**src/rtl/rnd_vec_gen_mc.sv**
```systemverilog
// Lagged-Fibonacci random vector generator with seeded warm-up, multiple
// save/restore checkpoints, additive/XOR recurrence and a ready/err handshake.
module rnd_vec_gen_mc #(
  parameter int OUT_SIZE      = 16,
  parameter int LFSR_LENGTH   = 55,
  parameter int LFSR_FEEDBACK = 24,
  parameter int SLOT_W        = 1,
  parameter int WARMUP        = 64
) (
  input  logic                clk,
  input  logic                rst_n,
  input  logic                init,
  input  logic [OUT_SIZE-1:0] seed,
  input  logic                mode,
  input  logic                next,
  input  logic                save,
  input  logic                restore,
  input  logic [SLOT_W-1:0]   slot,
  output logic [OUT_SIZE-1:0] out,
  output logic                ready,
  output logic                err
);

  localparam int NUM_SLOTS = 2 ** SLOT_W;
  localparam int CNT_W     = (WARMUP > 0) ? $clog2(WARMUP + 1) : 1;

  typedef enum logic [1:0] {IDLE, WARM, READY} state_e;

  state_e                    state_q, state_d;
  logic [CNT_W-1:0]          cnt_q, cnt_d;
  logic                      init_q;
  logic                      err_q, err_d;
  logic [NUM_SLOTS-1:0]      v_q, v_d;
  logic [OUT_SIZE-1:0]       s_q [LFSR_LENGTH];
  logic [OUT_SIZE-1:0]       s_d [LFSR_LENGTH];
  logic [OUT_SIZE-1:0]       c_q [NUM_SLOTS][LFSR_LENGTH];
  logic [OUT_SIZE-1:0]       s_step [LFSR_LENGTH];
  logic [OUT_SIZE-1:0]       fb;
  logic                      lsb_any, word_any;
  logic                      init_rise, cmd, save_en;

  assign init_rise = init & ~init_q;
  assign cmd       = next | save | restore;

  // Feedback word; the guard looks at pre-step state to keep the
  // recurrence out of its all-even (add) or all-zero (xor) fixed point.
  always_comb begin
    lsb_any  = 1'b0;
    word_any = 1'b0;
    for (int i = 0; i < LFSR_LENGTH; i++) begin
      lsb_any  = lsb_any | s_q[i][0];
      word_any = word_any | (|s_q[i]);
    end
    if (mode) fb = s_q[LFSR_LENGTH-1] ^ s_q[LFSR_FEEDBACK-1];
    else      fb = s_q[LFSR_LENGTH-1] + s_q[LFSR_FEEDBACK-1];
    if (mode ? !word_any : !lsb_any) fb[0] = 1'b1;
    s_step[0] = fb;
    for (int i = 1; i < LFSR_LENGTH; i++) s_step[i] = s_q[i-1];
  end

  // NOTE: every combinational output gets a default first, so no path can
  // leave one unassigned and infer a latch.
  always_comb begin
    state_d = state_q;
    cnt_d   = cnt_q;
    s_d     = s_q;
    v_d     = v_q;
    err_d   = 1'b0;
    save_en = 1'b0;
    if (init_rise) begin
      for (int i = 0; i < LFSR_LENGTH; i++) s_d[i] = '0;
      s_d[0]  = seed | OUT_SIZE'(1);
      cnt_d   = CNT_W'(WARMUP);
      state_d = (WARMUP == 0) ? READY : WARM;
    end else begin
      unique case (state_q)
        IDLE: err_d = cmd;
        WARM: begin
          err_d = cmd;
          s_d   = s_step;
          cnt_d = cnt_q - CNT_W'(1);
          if (cnt_q == CNT_W'(1)) state_d = READY;
        end
        READY: begin
          if (restore) begin
            if (v_q[slot]) s_d = c_q[slot];
            else           err_d = 1'b1;
          end else begin
            if (save) begin
              save_en   = 1'b1;
              v_d[slot] = 1'b1;
            end
            if (next) s_d = s_step;
          end
        end
        default: state_d = IDLE;
      endcase
    end
  end

  // NOTE: sequential state uses non-blocking assignments so every register
  // samples the pre-edge value of every other register.
  always_ff @(posedge clk or negedge rst_n) begin
    if (!rst_n) begin
      state_q <= IDLE;
      cnt_q   <= '0;
      init_q  <= 1'b0;
      err_q   <= 1'b0;
      v_q     <= '0;
      for (int i = 0; i < LFSR_LENGTH; i++)
        s_q[i] <= (i == 0) ? OUT_SIZE'(1) : '0;
    end else begin
      state_q <= state_d;
      cnt_q   <= cnt_d;
      init_q  <= init;
      err_q   <= err_d;
      v_q     <= v_d;
      s_q     <= s_d;
    end
  end

  // NOTE: checkpoint storage is not reset; the valid bits alone decide
  // whether a slot may be restored, which keeps this a plain RAM.
  always_ff @(posedge clk) begin
    if (save_en) c_q[slot] <= s_q;
  end

  assign out   = s_q[0];
  assign ready = (state_q == READY);
  assign err   = err_q;

endmodule

```
**config.mk**
```make
export PLATFORM = sky130hd
export DESIGN_NAME = rnd_vec_gen_mc
export DESIGN_NICKNAME = d
export VERILOG_FILES = /design/src/rtl/rnd_vec_gen_mc.sv
export SDC_FILE = /design/constraint.sdc
export NUM_CORES = 2
export LEC_CHECK = 0
export CAP_MARGIN = 0
export CORE_MARGIN = 2
export CORE_UTILIZATION = 60
export DETAILED_ROUTE_END_ITERATION = 8
export GPL_TIMING_DRIVEN = 0
export PLACE_DENSITY = 0.76
export SLEW_MARGIN = 20
export SYNTH_ARGS = -nofsm -noshare
export SYNTH_HDL_FRONTEND = slang
export SYNTH_SLANG_ARGS = --single-unit
```
**constraint.sdc**
```tcl
create_clock -name clk -period 95.5 [get_ports clk]
set_clock_uncertainty 0.2 [all_clocks]
set_input_delay 19.1 -clock clk [delete_from_list [all_inputs] [get_ports clk]]
set_output_delay 19.1 -clock clk [all_outputs]
set_load 0.05 [all_outputs]
```
==> flow_metrics.env <==
export IMPL_status="complete, no violations"
export IMPL_grt_overflow=0
export IMPL_dp_hpwl_um=190000
export IMPL_start_util=0.603
export IMPL_via_per_inst=6.51
export IMPL_syn_inst=8142
export IMPL_wl_per_cell_um=25.6
export IMPL_grt_start_max_net_pins=131
export IMPL_crit_chain="buf_2, buf_2, buf_1, inv_1, nor2_4, buf_16, buf_16, buf_12, buf_12, buf_16, buf_12"
export IMPL_hp_class="register to register"
export IMPL_die_width_um=428
export IMPL_die_area_mm2=0.183
export IMPL_rsz0062_at_grt="no"
export IMPL_cts_max_path_buffers=4
export IMPL_path_buf_inv=10
export IMPL_synthDistinctLibCells=55
export IMPL_syn_area_per_cell_um2=13.2
export IMPL_grt_usage=0.313
export IMPL_post_cts_buffers=0
export IMPL_worst_pin_slew_ns=1.16
export IMPL_ios=42
export IMPL_vias=72400
export IMPL_min_period_ns=22.56
export IMPL_cts_max_level=5
export IMPL_yosysTopAreaCell="edfxtp_1"
export IMPL_grt_pass1_vias=71500
export IMPL_antenna_found_initial=9
export IMPL_p_leak_uw=0.0456
export IMPL_drtPass1Iterations=9
export IMPL_relSlewSlack=0.222
export IMPL_hold_buffers=0
export IMPL_finalCritPeriodShare=0.236
export IMPL_required_ns=95.90
export IMPL_syn_nets=8184
export IMPL_cp_max_fo=26
export IMPL_cts_reportedPaths_clkPinSlew_ns=0.06
export IMPL_drv_cap=0
export IMPL_synth_area_mm2=0.108
export IMPL_globalplace_congestion=0.885
export IMPL_crit_path_max_incr_delay_ns=0.70
export IMPL_netlist_area_leader_share=0.491
export IMPL_clock_latency_ns=0.93
export IMPL_critPathArrivalTime_ns=22.95
export IMPL_synth_edff_count=1760
export IMPL_rows=155
export IMPL_synth_warning_count=0
export IMPL_async_flop_share=0.337
export IMPL_finalNetCount=8604
export IMPL_die_y_um=428
export IMPL_power_density_mw_per_mm2=21.8
export IMPL_finalPower_uw=2670
export IMPL_layout_common_cells="edfxtp_1, nand2_1, a21oi_1"
export IMPL_ys_seq_area_frac=0.698
export IMPL_cts_resized_gates=0
export IMPL_design_core_area_mm2=0.178
export IMPL_cts_tree="done"
export IMPL_ant_nets=0
export IMPL_synth_ff_type="edfxtp_1"
export IMPL_cts_buffers=278
export IMPL_synth_seq_cells=2653
export IMPL_fmax_ghz=0.0443
export IMPL_setup_tns_ns=0
export IMPL_end_kind="register"
export IMPL_finalSetupViolations=0
export IMPL_portBuffers=39
export IMPL_cp_start_kind="input port"
export IMPL_synth_area_top_cells="edfxtp_1, dfrtp_1, mux2i_1"
export IMPL_syn2layout_area_growth_pct=13.6
export IMPL_num_fill_cells=12000
export IMPL_root_buffer="clkbuf_16"
export IMPL_drive_gt1_frac=0.0909
export IMPL_grt_pass1_wl_um=437000
export IMPL_drv_slew=0
export IMPL_ir_drop_mv=0.0225
export IMPL_cp_top_family="buffers and inverters"
export IMPL_wl_um=285000
export IMPL_layout_commonest_cell="edfxtp_1"
export IMPL_drc=0
export IMPL_clock_sinks=2653
export IMPL_drt_iter0_drc=8513
export IMPL_slowest_stage="buf_2"
export IMPL_critPathKind="input port to register"
export IMPL_final_hold_violation_count=0
synth_stat cells (4+ instances only):
cell type and instances:
o211ai_1 870, xor2_1 11, clkbuf_1 320, a21o_1 5, ha_1 17, buf_8 9, nor4_1 231, nand2_1 1759
buf_4 72, buf_6 17, nand4_1 54, inv_1 10, nor2_1 39, a21oi_1 901, dfrtp_1 892, a211oi_1 8
nand3_1 10, mux2i_1 882, buf_1 7, xnor2_1 7, a31oi_1 4, edfxtp_1 1760, o21ai_0 21, nor3_1 13
buf_2 183
metal layers:
metal | part of all wire | up-vias | GRT usage
met3 | 0.091 | 806 | 0.0562
met1 | 0.38 | 36400 | 0.428
met5 | 0.00011 | - | 0
met4 | 0.052 | 4 | 0.149
li1 | - | 31300 | -
met2 | 0.47 | 4001 | 0.491
flip-flops by register name, indices dropped and copies added (netlist names):
register and cells:
c_q 1760, cnt_q 7, err 1, init_q 1, out 16, s_q 864, state_q 2, v_q 2
power breakdown:
group / internal [uW] / total [uW] / switching [uW]
clock: 631 / 1070 / 435
sequential: 1250 / 1290 / 42.4
combinational: 87.2 / 313 / 226
total: 1970 / 2670 / 703
path summary, 6_finish.rpt:
check,from,slack [ns],cells after the start,endpoint
max in group asynchronous,rst_n,75.08,4,s_q[363]
hold / removal,v_q[0],0.27,1,v_q[0]
hold reg to reg,v_q[0],0.27,1,v_q[0]
setup reg to reg,state_q[0],91.59,9,s_q[303]
setup / recovery,slot,72.94,11,c_q[1][274]
min in group asynchronous,rst_n,17.91,1,s_q[90]
cell type report:
| type | instances | area [um^2] | area share |
|---|---|---|---|
| diodes | 4 | 10.0 | 0.0000819 |
| plain buffers | 609 | 3020 | 0.0247 |
| clock buffers | 388 | 7870 | 0.0644 |
| clock inverters | 97 | 1040 | 0.00849 |
| inverters | 10 | 37.5 | 0.000307 |
| multi-input cells | 4870 | 29500 | 0.241 |
| flip-flops and latches | 2653 | 75200 | 0.615 |
| well taps | 2355 | 2950 | 0.0241 |
| repair buffers | 140 | 2670 | 0.0218 |
cells by family after synthesis:
logic type | Yosys count | share of synthesized area
muxes | 882 | 0.0820
and+or+nand+nor | 2128 | 0.0817
AOI/OAI and AO/OA | 1824 | 0.106
xor gates and xnor gates | 18 | 0.00146
adders and majority gates | 18 | 0.00216
DFF | 2653 | 0.698
buffers and inverters | 619 | 0.0284
through the flow:
| step | cells | hold WS, ns | worst slack [ns] | cell area (um^2) | utilization |
|---|---|---|---|---|---|
| finish | 11100 | 0.267 | 72.94 | 122000 | 0.685 |
| global placement | 10500 | 0.252 | 11.27 | 111000 | 0.622 |
| CTS | 11100 | 0.270 | 72.99 | 122000 | 0.685 |
| global route | 11100 | 0.284 | 72.89 | 122000 | 0.685 |
| detailed placement | 10600 | 0.254 | 72.04 | 113000 | 0.635 |
| floorplan | 8142 | 0.239 | 35.71 | 108000 | - |
Note: power is estimated with default switching activity, not from simulation.
